===== config.mk =====
export PLATFORM = sky130hd
export DESIGN_NAME = keypad_operand_sequencer
export DESIGN_NICKNAME = d
export VERILOG_FILES = /design/src/rtl/keypad_operand_sequencer.sv
export SDC_FILE = /design/constraint.sdc
export NUM_CORES = 1
export LEC_CHECK = 0
export BUFFER_PORTS_ARGS = -buffer_cell sky130_fd_sc_hd__buf_2
export CAP_MARGIN = 10
export CORE_MARGIN = 3
export CORE_UTILIZATION = 50
export CTS_BUF_LIST = sky130_fd_sc_hd__clkbuf_16
export DETAILED_ROUTE_END_ITERATION = 16
export GPL_TIMING_DRIVEN = 1
export PLACE_DENSITY = 0.76
export SLEW_MARGIN = 20
export SYNTH_ARGS = -nofsm -noshare
export SYNTH_HDL_FRONTEND = slang
export SYNTH_SLANG_ARGS = --single-unit

===== constraint.sdc =====
create_clock -name clk -period 4 [get_ports clk]
set_input_delay 0.4 -clock clk [delete_from_list [all_inputs] [get_ports clk]]
set_output_delay 0.4 -clock clk [all_outputs]
set_load 0.02 [all_outputs]

===== src/rtl/keypad_operand_sequencer.sv =====
// keypad_operand_sequencer
// ------------------------
// Collects N_OPERANDS BCD operands of N_DIGITS digits each from debounced
// keypad events. After every accepted key, further keys are ignored for
// LOCK_CYCLES cycles. When the last operand is entered, the block waits
// START_DELAY cycles and then issues a one-cycle op_start to the arithmetic
// unit. It holds the result phase until '*' is pressed.
//
// Optional build macro: BACKSPACE_EN. When it is defined, key 4'hC in ENTRY
// removes the least significant digit of the current operand.
//
// Ports:
//   clk          system clock
//   rst          asynchronous reset, active low
//   key_valid    one-cycle pulse that qualifies key_code
//   key_code     0-9 digit, 4'hD '*' clear, 4'hE '#' enter
//   op_done      result ready from the operation unit (used only in EXEC)
//   operands     packed BCD; operand k at [k*N_DIGITS*4 +: N_DIGITS*4],
//                digit 0 = LSD, 4'hF = blank
//   entry_idx    operand currently being entered
//   phase        0 ENTRY, 1 SETTLE, 2 EXEC, 3 RESULT
//   locked       post-key lockout active
//   op_start     one-cycle start pulse
//   result_show  high while in RESULT
module keypad_operand_sequencer #(
    parameter int N_OPERANDS  = 2,
    parameter int N_DIGITS    = 2,
    parameter int LOCK_CYCLES = 17_550_000,
    parameter int START_DELAY = 540_000,
    localparam int IDX_W      = (N_OPERANDS > 1) ? $clog2(N_OPERANDS) : 1
) (
    input  logic                             clk,
    input  logic                             rst,
    input  logic                             key_valid,
    input  logic [3:0]                       key_code,
    input  logic                             op_done,
    output logic [N_OPERANDS*N_DIGITS*4-1:0] operands,
    output logic [IDX_W-1:0]                 entry_idx,
    output logic [2:0]                       phase,
    output logic                             locked,
    output logic                             op_start,
    output logic                             result_show
);

    localparam int OP_W   = N_DIGITS * 4;
    localparam int ALL_W  = N_OPERANDS * OP_W;
    localparam int LOCK_W = $clog2(LOCK_CYCLES + 1);
    localparam int DLY_W  = $clog2(START_DELAY + 1);

    localparam logic [3:0] KEY_CLEAR = 4'hD;
    localparam logic [3:0] KEY_ENTER = 4'hE;
`ifdef BACKSPACE_EN
    localparam logic [3:0] KEY_BKSP  = 4'hC;
`endif

    typedef enum logic [2:0] {
        PH_ENTRY  = 3'd0,
        PH_SETTLE = 3'd1,
        PH_EXEC   = 3'd2,
        PH_RESULT = 3'd3
    } phase_t;

    logic [ALL_W-1:0]  operands_q, operands_d;
    logic [IDX_W-1:0]  entry_idx_q, entry_idx_d;
    phase_t            phase_q, phase_d;
    logic              locked_q, locked_d;
    logic [LOCK_W-1:0] lock_cnt_q, lock_cnt_d;
    logic [DLY_W-1:0]  dly_cnt_q, dly_cnt_d;
    logic              op_start_q, op_start_d;
    logic              result_show_q, result_show_d;

    logic [OP_W-1:0]   cur_op;
    logic [OP_W-1:0]   new_op;
    logic              cur_blank;
    logic              key_ok;
    logic              accept;
    logic              write_op;
    logic              clear_all;

    always_comb begin
        operands_d    = operands_q;
        entry_idx_d   = entry_idx_q;
        phase_d       = phase_q;
        locked_d      = locked_q;
        lock_cnt_d    = lock_cnt_q;
        dly_cnt_d     = dly_cnt_q;
        op_start_d    = 1'b0;
        result_show_d = result_show_q;
        new_op        = '1;
        accept        = 1'b0;
        write_op      = 1'b0;
        clear_all     = 1'b0;
        key_ok        = key_valid && !locked_q;

        // Constant-index mux keeps every part-select inside the vector.
        cur_op = '1;
        for (int k = 0; k < N_OPERANDS; k++) begin
            if (int'(entry_idx_q) == k) begin
                cur_op = operands_q[k*OP_W +: OP_W];
            end
        end
        cur_blank = &cur_op;

        // Lockout countdown: the counter is loaded with LOCK_CYCLES-1 on the
        // accepting edge, so locked stays high for exactly LOCK_CYCLES cycles.
        if (locked_q) begin
            if (lock_cnt_q == '0) begin
                locked_d = 1'b0;
            end else begin
                lock_cnt_d = lock_cnt_q - 1'b1;
            end
        end

        case (phase_q)
            PH_ENTRY: begin
                if (key_ok) begin
                    if (key_code <= 4'd9) begin
                        accept      = 1'b1;
                        write_op    = 1'b1;
                        new_op      = cur_op << 4;
                        new_op[3:0] = key_code;
                    end else if (key_code == KEY_ENTER && !cur_blank) begin
                        accept = 1'b1;
                        if (int'(entry_idx_q) < N_OPERANDS - 1) begin
                            entry_idx_d = entry_idx_q + 1'b1;
                        end else begin
                            phase_d   = PH_SETTLE;
                            dly_cnt_d = '0;
                        end
                    end else if (key_code == KEY_CLEAR) begin
                        accept    = 1'b1;
                        clear_all = 1'b1;
`ifdef BACKSPACE_EN
                    end else if (key_code == KEY_BKSP && !cur_blank) begin
                        accept                 = 1'b1;
                        write_op               = 1'b1;
                        new_op                 = cur_op >> 4;
                        new_op[OP_W-1 -: 4]    = 4'hF;
`endif
                    end
                end
            end
            PH_SETTLE: begin
                // An abort on the final delay cycle takes priority over op_start.
                if (key_ok && key_code == KEY_CLEAR) begin
                    accept    = 1'b1;
                    clear_all = 1'b1;
                end else if (dly_cnt_q == DLY_W'(START_DELAY - 1)) begin
                    op_start_d = 1'b1;
                    phase_d    = PH_EXEC;
                end else begin
                    dly_cnt_d = dly_cnt_q + 1'b1;
                end
            end
            PH_EXEC: begin
                if (op_done) begin
                    phase_d       = PH_RESULT;
                    result_show_d = 1'b1;
                end
            end
            PH_RESULT: begin
                if (key_ok && key_code == KEY_CLEAR) begin
                    accept    = 1'b1;
                    clear_all = 1'b1;
                end
            end
            default: begin
                phase_d = PH_ENTRY;
            end
        endcase

        if (write_op) begin
            for (int k = 0; k < N_OPERANDS; k++) begin
                if (int'(entry_idx_q) == k) begin
                    operands_d[k*OP_W +: OP_W] = new_op;
                end
            end
        end

        if (clear_all) begin
            operands_d    = '1;
            entry_idx_d   = '0;
            phase_d       = PH_ENTRY;
            dly_cnt_d     = '0;
            result_show_d = 1'b0;
        end

        if (accept) begin
            locked_d   = 1'b1;
            lock_cnt_d = LOCK_W'(LOCK_CYCLES - 1);
        end
    end

    always_ff @(posedge clk or negedge rst) begin
        if (!rst) begin
            operands_q    <= '1;
            entry_idx_q   <= '0;
            phase_q       <= PH_ENTRY;
            locked_q      <= 1'b0;
            lock_cnt_q    <= '0;
            dly_cnt_q     <= '0;
            op_start_q    <= 1'b0;
            result_show_q <= 1'b0;
        end else begin
            operands_q    <= operands_d;
            entry_idx_q   <= entry_idx_d;
            phase_q       <= phase_d;
            locked_q      <= locked_d;
            lock_cnt_q    <= lock_cnt_d;
            dly_cnt_q     <= dly_cnt_d;
            op_start_q    <= op_start_d;
            result_show_q <= result_show_d;
        end
    end

    assign operands    = operands_q;
    assign entry_idx   = entry_idx_q;
    assign phase       = phase_q;
    assign locked      = locked_q;
    assign op_start    = op_start_q;
    assign result_show = result_show_q;

endmodule


Word level (Yosys, flattened, before mapping) --
Cells that the tools add are included.
Storage, ports and cells: register bits 68, input bits 8, output and inout bits 23, logic and storage cells 114
Operators by class: $add $sub $neg 3, magnitude comparators 2, eq/ne operators 18, multiplexer cells 56, reduce and logical (&&, ||, !) cells 26
Operators with widths (count):
- 20-bit 2-to-1 mux | 7
- 25-bit 2-to-1 mux | 3
- 8-bit 2-to-1 mux | 6
- 20-bit one-hot mux with 2 select lines | 1
- 16-bit 2-to-1 mux | 2
- 1-bit 2-to-1 mux | 26
- 25-bit logical NOT | 1
- 25-bit by 1-bit subtractor with 25-bit output (second input constant) | 1
- 3-bit 2-to-1 mux | 8
- 3-bit inequality test (second input constant) | 8
- 20-bit by 1-bit adder with 20-bit output (second input constant) | 1
- 20-bit equality test (second input constant) | 1
- 2-bit nonzero test | 9
- 8-bit AND reduction | 2
- 3-bit one-hot mux with 4 select lines | 1
- 4-bit equality test (second input constant) | 2
- 2-bit AND reduction | 4
- 7-bit AND reduction | 1
- 3-bit by 2-bit equality test with 1-bit output (second input constant) | 2
- 2-bit inequality test (second input constant) | 3
- 5-bit AND reduction | 1
- 4-bit less-or-equal comparator (second input constant) | 1
- 1-bit one-hot mux with 2 select lines | 2
- 3-bit by 1-bit equality test with 1-bit output (second input constant) | 1
- other kinds (8) | 11

Depth between registers and ports, before layout --
Gate-level depths: netlist of run 1.
depth in word-level cells 10, gate-level depth with buffers 10, gate-level depth less buffers 8

Worst setup path after synthesis of run 1 --
OpenSTA, ideal clock, no wires.
kind reg2reg, from reg phase_q[0], in the netlist phase[0], to reg dly_cnt_q[15], setup time 90 ps, data arrival time 2289 ps, required time 3910 ps, setup slack 1621 ps, stages on the path, launching flop included 11, cells stage by stage dfrtp_1 > inv_1 > ha_1 > clkbuf_1 > nor2b_1 > a21oi_1 > a311oi_2 > or3b_1 > buf_6 > buf_6 > o31ai_4
Between the ends: cells in the longest elaborated chain, start to end 5, elaborated cells on any way between the ends 15, classes of those cells 8 x eq/ne; 3 x mux; 4 x reduce/logical
RTL lines:
- start, declared | RTL line 65 | phase_t phase_q, phase_d;
- start signal, assigned | RTL line 207 | phase_q <= phase_d;
- 3-bit by 2-bit equality test with 1-bit output or 3-bit by 1-bit equality test with 1-bit output (tied branches) | RTL line 114 | case (phase_q)
- 2-bit OR reduction (no line)
- 1-bit one-hot mux with 2 select lines | RTL line 114
- 3-bit inequality test (no line) or 3-bit nonzero test (tied branches)
- 7-bit AND reduction (no line)
- end signal, assigned | RTL line 210 | dly_cnt_q <= dly_cnt_d;
- end, declared | RTL line 68 | logic [DLY_W-1:0] dly_cnt_q, dly_cnt_d;
Several ways; a longest one is shown, not always the timed one. A chain may end at the register's enable or synchronous reset.

Worst setup path after layout of run 1 --
from reg phase_q[0], in the netlist phase[0], to reg dly_cnt_q[13]
The elaborated chain is that of the path after synthesis.

==> results of run 1 <==
[state kept, by name, indices dropped and copies added, names as in the netlist]
signal       flops
lock_cnt_q      25
dly_cnt_q       20
operands        16
phase            2
entry_idx        1
locked           1
op_start         1
result_show      1
[area by class of cell]
| class | count | area (sq um) |
|---|---|---|
| clock buffers | 11 | 275 |
| flip-flops and latches | 67 | 1700 |
| well taps | 96 | 120 |
| repair buffers | 34 | 198 |
| fillers | 580 | 2760 |
| inverters | 11 | 41.3 |
| multi-input cells | 274 | 1910 |
| clock inverters | 5 | 22.5 |
[worst max-delay path by stage]
| stage | start | endpoint | slack [ns] |
|---|---|---|---|
| finish | phase[0] | dly_cnt_q[13] | 1.12 |
| global placement | phase[0] | dly_cnt_q[13] | 1.30 |
| global route | phase[0] | dly_cnt_q[13] | 0.83 |
| detailed placement | phase[0] | dly_cnt_q[13] | 1.14 |
| floorplan | phase[0] | dly_cnt_q[15] | 1.62 |
| CTS | phase[0] | dly_cnt_q[13] | 1.13 |
[synthesized netlist by cell type, drive strengths merged (11+ instances only)]
| cell type | instances | area, sq um |
|---|---|---|
| inv | 11 | 41.3 |
| dfstp | 16 | 420 |
| o22a | 16 | 140 |
| o21ai | 11 | 62.6 |
| nand2 | 32 | 120 |
| a21oi | 12 | 71.3 |
| nor4 | 11 | 75.1 |
| nand3 | 12 | 60.1 |
| nor2 | 33 | 126 |
| dfrtp | 51 | 1280 |
| xnor2 | 11 | 96.3 |
| o31ai | 33 | 324 |
[per-stage QoR]
stage | utilization [%] | hold WS [ns]
4_1_cts | 60.3 | 0.275
3_3_place_gp | 56.1 | 0.468
2_1_floorplan | - | 0.104
3_5_place_dp | 56.1 | 0.475
5_1_grt | 60.7 | 0.348
6_report | 60.7 | 0.341
[layer usage]
layer  vias to the layer above  global-route usage, %  part of all wire, %
met4                         0                   9.78                  1.5
met2                        84                   29.4                   44
met5                         -                      0                    0
met3                         9                   4.79                  5.2
li1                       1439                      -                    -
met1                      1443                   28.1                   49
[logic make-up (layout without fill, tap and decap cells)]
family | after synthesis | in the layout | share of synthesized area (%)
fa+ha+maj | 7 | 7 | 2.34
simple gates | 150 | 150 | 22.1
buf+inv | 29 | 61 | 3.77
other cells | 1 | 1 | 0.100
mux | 2 | 2 | 0.568
xor+xnor | 20 | 20 | 4.67
flops | 67 | 67 | 45.3
compound gates | 94 | 94 | 21.2
[power breakdown]
part | total (mW) | leakage (nW) | internal (mW) | switching (mW)
Combinational | 0.478 | 0.771 | 0.144 | 0.334
Sequential | 0.735 | 0.759 | 0.702 | 0.0331
Clock | 0.766 | 0.152 | 0.487 | 0.279
[repair_timing]
| action | 4_1_cts | 5_1_grt |
|---|---|---|
| hold buffers | 0 | 1 |
| buffers inserted | 0 | 0 |
| endpoints found under the hold margin | 0 | 9 |
==> impl_summary.md, run 1 <==
Outcome
The flow ran to the end, and the final reports show no timing, DRC or antenna violations.

CTS
The number of buffers on the longest clock path is 2. The number of gates resized after CTS was 0. At the later pin of the worst-skew pair, clock insertion delay measures ~0.33 ns. The number of H-tree levels is 3. After clock tree synthesis, the clock-pin slew on the worst setup and hold paths is roughly 0.05 ns. The number of CTS-inserted buffers is 9.

Clock tree synthesis selected as its root buffer the cell sky130_fd_sc_hd__clkbuf_16. The clock net in this run drives a total of 67 sinks. TritonCTS built the clock tree.

Worst setup path
The startpoint of the worst register-to-register path is phase[0]. The type of destination of the critical path is a flip-flop. The count of cell instances traversed by the critical path is 7. The worst path buffer plus inverter count is 1. In this design, the stage delay of the slowest critical-path cell is 0.53 ns.

At the worst endpoint, the arrival time is slightly above 3 ns. Setup slack on the worst reg-to-reg path comes out at between 1 and 1.5 ns. Data on the critical path is required at its endpoint by 4.19 ns. The worst-path maximum fanout is 21. The endpoint of the most critical register-to-register path is dly_cnt_q[13]. Walking the worst path, the cells encountered are inv_1, ha_1, nor3_4, nand2b_1, o21ai_2, o31ai_1, o31ai_4. The worst setup path is launched from a flip-flop. The cell family contributing the most delay on the critical path is compound AO/OA/AOI/OAI gates. The number of cell instances on the worst register-to-register path is 7. The critical path is of the flip-flop to flip-flop type. For this design, the slowest cell found on the critical path is sky130_fd_sc_hd__nand2b_1.

Logic synthesis
In the synthesized netlist, the number of instances is 370. After synthesis, the mean cell area works out to ~10 sq um. The post-synthesis sequential area ratio is 45.3%. The Yosys step of the flow raised 0 warnings. The top flip-flop cell by instance count after synthesis is sky130_fd_sc_hd__dfrtp_1. The number of nets produced by synthesis is 385. The mapped netlist covers 3750 sq um. The synthesis-stage register bit count is 67. The post-synthesis cell type count is 63.

Yosys mapped a number of flops with a built-in enable equal to 0. For this run, asynchronously set or reset flops after synthesis account for 100%.

Finish
After the last flow step, the layout net total stands at between 400 and 500. Relative to the synthesized area, the layout overhead comes to 13.8%. The layout cell share with drive strength beyond 1 is 20.6%. The number of antenna diodes is 0. The area of all placed cells without fillers is 4260 sq um. The most common library cell in the layout ignoring fill and taps is sky130_fd_sc_hd__dfrtp_1. The final instance count without filler cells is 498. In the layout the commonest cells are sky130_fd_sc_hd__dfrtp_1 (51), sky130_fd_sc_hd__nor2_1 (32), sky130_fd_sc_hd__nand2_1 (32).

GRT
The pin count of the biggest net entering global routing is 45. Global routing used 20.2% of the available tracks across all layers. The via count of the first global-routing pass is 2944. The global-route wire length before repair is 14000 um. The total overflow left after global routing is 0. The initial antenna violation count came to 0.

Timing
The setup clock skew after layout is around 0.010 ns. Headroom to the max-slew limit came out at between 30% and 40%. The share of the cycle needed by the critical path after routing is between 70% and 80%. The measured slew at the worst slew-check pin is 1.03 ns. The final worst-path setup slack is 1.12 ns. In the final timing run, aggregate negative setup slack is 0 ns. The time the final worst path needs with I/O delays and setup is 2.88 ns. The number of hold violations in the final report is 0. Setup repair after global routing left no endpoint under its margin. The number of max-slew violations in the final report came to 0.

Setup violations remaining at the end of the flow were counted as 0. The highest attainable clock frequency is 0.347 GHz.

Die
The initial utilization of the core area, before any placement, comes to 53.4%. The die is 92.6 um wide. The count of boundary I/O pins is 31. The area of the die is 8570 sq um. In this run the vertical extent of the chip is 92.6 um.

The number of placement rows is 30. The area of the core region is 7020 sq um.

Placed design
The final weighted congestion in routability-driven placement is 0.854. Prior to clock tree synthesis, the placed netlist has a worst setup slack of roughly 1.1 ns. The placed cell count is 480. In this run the cell area measured after placement is just under 4000 sq um.

During placement, the flow inserted port buffers numbering 29. The final HPWL from detailed placement is 5240 um.

Hold path
The startpoint of the tightest hold check path is op_done. The endpoint of the worst hold-timing path is result_show. The count of cells along the worst hold path is 2. In this run the worst hold path is classified as input pin to flip-flop.

Detailed routing
The number of iterations in the first detailed-routing pass is 4. The total via count after detailed routing is 2975. The post-detailed-route DRC marker count is 0.

The via density per instance is 5.97. The first routing iteration left 192 violations. The post-detailed-route count of antenna-violating nets is 0. The routed wirelength normalized by instance count is between 15 and 20 um.

The total wire length after detailed routing is 7870 um.

Power
The completed layout was analyzed and its total power is 1.98 mW. In this run the power density over the cells is 464 nW/um^2. The cell leakage power is 1.68 nW.

The worst-case IR drop observed on VDD is 438 uV.

Flow run
Max-cap violations in this run came to 0.
No activity file was read; power rests on OpenSTA's default activity.
==> inputs of run 2 (changes only) <==
--- a/config.mk
+++ b/config.mk
@@ -5,6 +5,7 @@
 export SDC_FILE = /design/constraint.sdc
 export NUM_CORES = 1
 export LEC_CHECK = 0
+export ABC_AREA = 1
 export BUFFER_PORTS_ARGS = -buffer_cell sky130_fd_sc_hd__buf_2
 export CAP_MARGIN = 10
 export CORE_MARGIN = 3
@@ -12,7 +13,7 @@
 export CTS_BUF_LIST = sky130_fd_sc_hd__clkbuf_16
 export DETAILED_ROUTE_END_ITERATION = 16
 export GPL_TIMING_DRIVEN = 1
-export PLACE_DENSITY = 0.76
+export PLACE_DENSITY = 0.78
 export SLEW_MARGIN = 20
 export SYNTH_ARGS = -nofsm -noshare
 export SYNTH_HDL_FRONTEND = slang
==> constraint.sdc (replaced) <==
create_clock -name clk -period 2.65 [get_ports clk]
set_input_delay 0.265 -clock clk [delete_from_list [all_inputs] [get_ports clk]]
set_output_delay 0.265 -clock clk [all_outputs]
set_load 0.02 [all_outputs]
==> impl_summary.md, run 2 <==
Logic synthesis
The cell area after synthesis is 4410 sq um (was 3750 sq um). The post-synthesis cell count is 657 (was 370). The adder-cell area share of the yosys netlist came to 1.99% (was 2.34%). The synthesis-stage register bit count is 67 (unchanged). Largest cells by area after synthesis: sky130_fd_sc_hd__dfrtp_1 (29%), sky130_fd_sc_hd__nand2_1 (18%), sky130_fd_sc_hd__nor2_1 (11%) (was sky130_fd_sc_hd__dfrtp_1 (34%), sky130_fd_sc_hd__dfstp_2 (11%), sky130_fd_sc_hd__o31ai_1 (4.6%)). The area fraction of the dominant cell type after synthesis is 29.0% (was 34.1%). The post-synthesis sequential area ratio was 38.5% (was 45.3%).

The post-synthesis cell type count is 37 (was 63). The share of the synthesized area in compound gates (AO/OA/AOI/OAI) came to 4.71% (was 21.2%). The main combinational cell family by area after synthesis is simple AND/OR/NAND/NOR gates (unchanged). The cell type with the highest aggregate area in the netlist is sky130_fd_sc_hd__dfrtp_1 (unchanged). The number of warning messages in the yosys log is 0 (unchanged).

The simple-gate share of the synthesized area is 46.4% (was 22.1%). The top flip-flop cell by instance count after synthesis is sky130_fd_sc_hd__dfrtp_1 (unchanged). Ranking of synthesized cells by instance count: sky130_fd_sc_hd__nand2_1 (206), sky130_fd_sc_hd__nor2_1 (130), sky130_fd_sc_hd__nand3_1 (70) (was sky130_fd_sc_hd__dfrtp_1 (51), sky130_fd_sc_hd__nand2_1 (32), sky130_fd_sc_hd__nor2_1 (32)). The share of async-settable or async-resettable flops after synthesis is 100% (unchanged). The mux share of post-synthesis cell area is 0% (was 0.568%). The number of enable-type register cells in the synthesized netlist was 0 (unchanged). The xor-xnor portion of the synthesized cell area is 0.199% (was 4.67%). The number of nets produced by synthesis is 672 (was 385).

The mean post-synth cell area is 6.71 sq um (was 10.1 sq um). The most frequent cell after synthesis is sky130_fd_sc_hd__nand2_1 (was sky130_fd_sc_hd__dfrtp_1).

Finish
The layout cell share with drive strength beyond 1 is 15.0% (was 20.6%). The most common library cell in the layout ignoring fill and taps was sky130_fd_sc_hd__nand2_1 (was sky130_fd_sc_hd__dfrtp_1). The count of filler cells inserted in the layout is 745 (was 580). The number of antenna diodes is 0 (unchanged).

The post-layout net count is 698 (was 412). The area overhead of the layout relative to synthesis is 11.4% (was 13.8%). The fraction of the core area covered by cells at the end of the flow came to 58.6% (was 60.7%). The largest register by flop count is lock_cnt_q (unchanged).

The flip-flop count of the largest register, all copies and words added was 25 (unchanged). Commonest non-fill, non-tap cells in the layout: sky130_fd_sc_hd__nand2_1 (206), sky130_fd_sc_hd__nor2_1 (130), sky130_fd_sc_hd__nand3_1 (70) (was sky130_fd_sc_hd__dfrtp_1 (51), sky130_fd_sc_hd__nor2_1 (32), sky130_fd_sc_hd__nand2_1 (32)).

Placed design
The setup slack at placement is 0.403 ns (was 1.14 ns). The final HPWL from detailed placement is 7190 um (was 5240 um). The final weighted congestion in routability-driven placement was 0.895 (was 0.854).

The quantity of I/O buffers inserted on ports is 29 (unchanged).

Worst setup path
Critical path cell sequence: inv_1, ha_1, inv_1, o21ai_1, nor2_4, buf_4, a21oi_2, nand2_1, nand3b_4, nand2_1, nand2_1 (was inv_1, ha_1, nor3_4, nand2b_1, o21ai_2, o31ai_1, o31ai_4). The required time reported for the critical path endpoint is 2.87 ns (was 4.19 ns). The number of cell instances on the worst register-to-register path is 11 (was 7). The count of cell instances traversed by the critical path is 11 (was 7). The critical path startpoint category was a flip-flop (unchanged). The worst path buffer plus inverter count came to 3 (was 1). The type of destination of the critical path is a flip-flop (unchanged).

The delay contributed by the slowest stage of the critical path is 0.46 ns (was 0.53 ns). The signal arrival time at the worst endpoint came to 2.46 ns (was 3.07 ns). The worst-path maximum fanout was 21 (unchanged). The slowest stage cell on the critical path is sky130_fd_sc_hd__dfrtp_1 (was sky130_fd_sc_hd__nand2b_1). The kind of critical path is flip-flop to flip-flop (unchanged). Counting stages on the worst path, the most repeated cell is sky130_fd_sc_hd__nand2_1. The cell family contributing the most delay on the critical path is simple AND/OR/NAND/NOR gates (was compound AO/OA/AOI/OAI gates).

Power
The portion of total power attributed to combinational logic is 1.7% (was 24.2%). The clock network fraction of design power is 52.4% (was 38.7%). The cell internal power dissipation is 1.76 mW (was 1.33 mW). The net switching fraction of the power came to 21.4% (was 32.6%). The maximum vdd drop is 288 uV (was 438 uV).

The switching power is 0.479 mW (was 0.646 mW). The power density over cell area came to 455 nW/um^2 (was 464 nW/um^2). The cell leakage power is 2.33 nW (was 1.68 nW). The part of the power in registers is 45.8% (was 37.1%).

Detailed routing
The number of iterations in the first detailed-routing pass is 5 (was 4). The iteration-0 DRC count of the detailed router is 254 (was 192). The post-detailed-route count of antenna-violating nets is 0 (unchanged). The post-detailed-route DRC marker count is 0 (unchanged). The total via count after detailed routing is 4224 (was 2975).

The via density per instance is 5.33 (was 5.97). The total wire length after detailed routing is 10000 um (was 7870 um). The routed wirelength normalized by instance count was 12.7 um (was 15.8 um).

CTS
The number of buffers inserted by hold repair at cts came to 0 (unchanged). The clock insertion delay at the later pin of the skew report was 0.33 ns (about the same). The clock sink total is 67 (unchanged). The number of resized instances in the post-cts repair step is 0 (unchanged).

The number of H-tree levels is 3 (unchanged). The clock tree from TritonCTS is done (unchanged). The root cell of the clock tree is sky130_fd_sc_hd__clkbuf_16 (unchanged).

The buffer count from post-CTS setup fixing is 0 (unchanged). The number of CTS-inserted buffers is 9 (unchanged). The clock transition at the registers of the reported paths is 0.06 ns (was 0.05 ns). The number of buffers on the longest clock path is 2 (unchanged).

Timing
The setup clock skew after layout was 0.00863 ns (was 0.0104 ns). The final worst-path setup slack was 0.404 ns (was 1.12 ns). The time the final worst path needs with I/O delays and setup came to 2.25 ns (was 2.88 ns). The total negative slack is 0 ns (unchanged).

The final number of setup-violating endpoints came to 0 (unchanged). The share of the cycle needed by the critical path after routing is 84.8% (was 72.1%). The highest attainable clock frequency came to 0.445 GHz (was 0.347 GHz). Setup repair after global routing missed its margin: false (unchanged). The remaining max-slew budget at the tightest pin came to 45.3% (was 31.3%). The number of max-slew violations in the final report is 0 (unchanged). The number of hold violations in the final report is 0 (unchanged). The worst hold-check slack is 0.111 ns (was 0.341 ns). The measured slew at the worst slew-check pin is 0.820 ns (was 1.03 ns).

GRT
The global router's overall resource usage is 21.3% (was 20.2%). The total grt overflow is 0 (unchanged). The via count of the first global-routing pass is 3955 (was 2944).

The pin count of the biggest net entering global routing came to 68 (was 45). The initial antenna violation count was 0 (unchanged). The global-route wire length before repair is 17600 um (was 14000 um).

Die
The vertical extent of the die is 99.9 um (was 92.6 um). The area of the core region is 8380 sq um (was 7020 sq um). The count of boundary I/O pins came to 31 (unchanged). The starting density of the core came to 52.6% (was 53.4%). The number of placement rows was 33 (was 30). The area of the die is 9980 sq um (was 8570 sq um). The horizontal die dimension is 99.9 um (was 92.6 um).

Outcome
Result of the run: finished clean (unchanged).

Flow run
The count of maximum capacitance violations is 0 (unchanged).

Hold path
The worst hold-check path type is input pin to asynchronous set/reset pin (was input pin to flip-flop).
[run 2: cell types whose count changed after synthesis, sizes merged, moves of 11 or more]
cell / previous run / this run
nand2: 32 / 211
buf: 10 / 21
nor2: 33 / 135
nand3: 12 / 80
o22a: 16 / 2
inv: 11 / 62
o31ai: 33 / 0
[run 2: metrics by stage]
step / instances / power, mW / area (sq um)
after floorplan: 657 / 1.05 / 4410
after global routing: 793 / 2.31 / 4910
final: 793 / 2.24 / 4910
after detailed placement: 777 / 1.08 / 4610
after CTS: 793 / 2.26 / 4910
after global placement: 777 / 1.08 / 4610
[run 2: layer usage]
metal  vias up  routed length, um  GRT usage, %
li1       2141                  -             -
met1      1950               4630          28.2
met2       121               4780          34.8
met3        12                497          4.31
met4         0                135          7.14
met5         -                  0             0
[run 2: final timing paths]
check / slack (ns) / to / startpoint
max: 0.40 / dly_cnt_q[8] / phase[0]
min: 0.11 / lock_cnt_q[3] / rst
max reg2reg: 0.40 / dly_cnt_q[8] / phase[0]
min reg2reg: 0.48 / operands[12] / operands[12]
max in group asynchronous: 2.00 / op_start / rst
min in group clk: 0.21 / result_show / op_done
[run 2: logic make-up after synthesis]
| kind of cell | count (synthesis) |
|---|---|
| adder cells (fa/ha/maj) | 7 |
| flip-flops | 67 |
| AO/OA/AOI/OAI | 32 |
| XOR/XNOR | 1 |
| AND/OR/NAND/NOR | 466 |
| other | 1 |
| buffers and inverters | 83 |
[run 2: power by group through the flow]
stage	combinational (mW)	clock [mW]	sequential, mW
3_3_place_gp	0.0396	0	1.04
5_1_grt	0.0443	1.24	1.02
4_1_cts	0.0398	1.19	1.02
3_5_place_dp	0.0396	0	1.04
6_report	0.0386	1.17	1.02
2_1_floorplan	0.0102	0	1.04
[run 2: layout make-up]
cell class | instances | area, sq um | area share, %
timing repair buffer | 36 | 198 | 4.02
inverter | 62 | 233 | 4.74
sequential | 67 | 1700 | 34.5
clock buffer | 9 | 225 | 4.58
clock inverter | 7 | 70.1 | 1.43
multi-input combinational | 507 | 2360 | 48.0
tap | 105 | 131 | 2.67
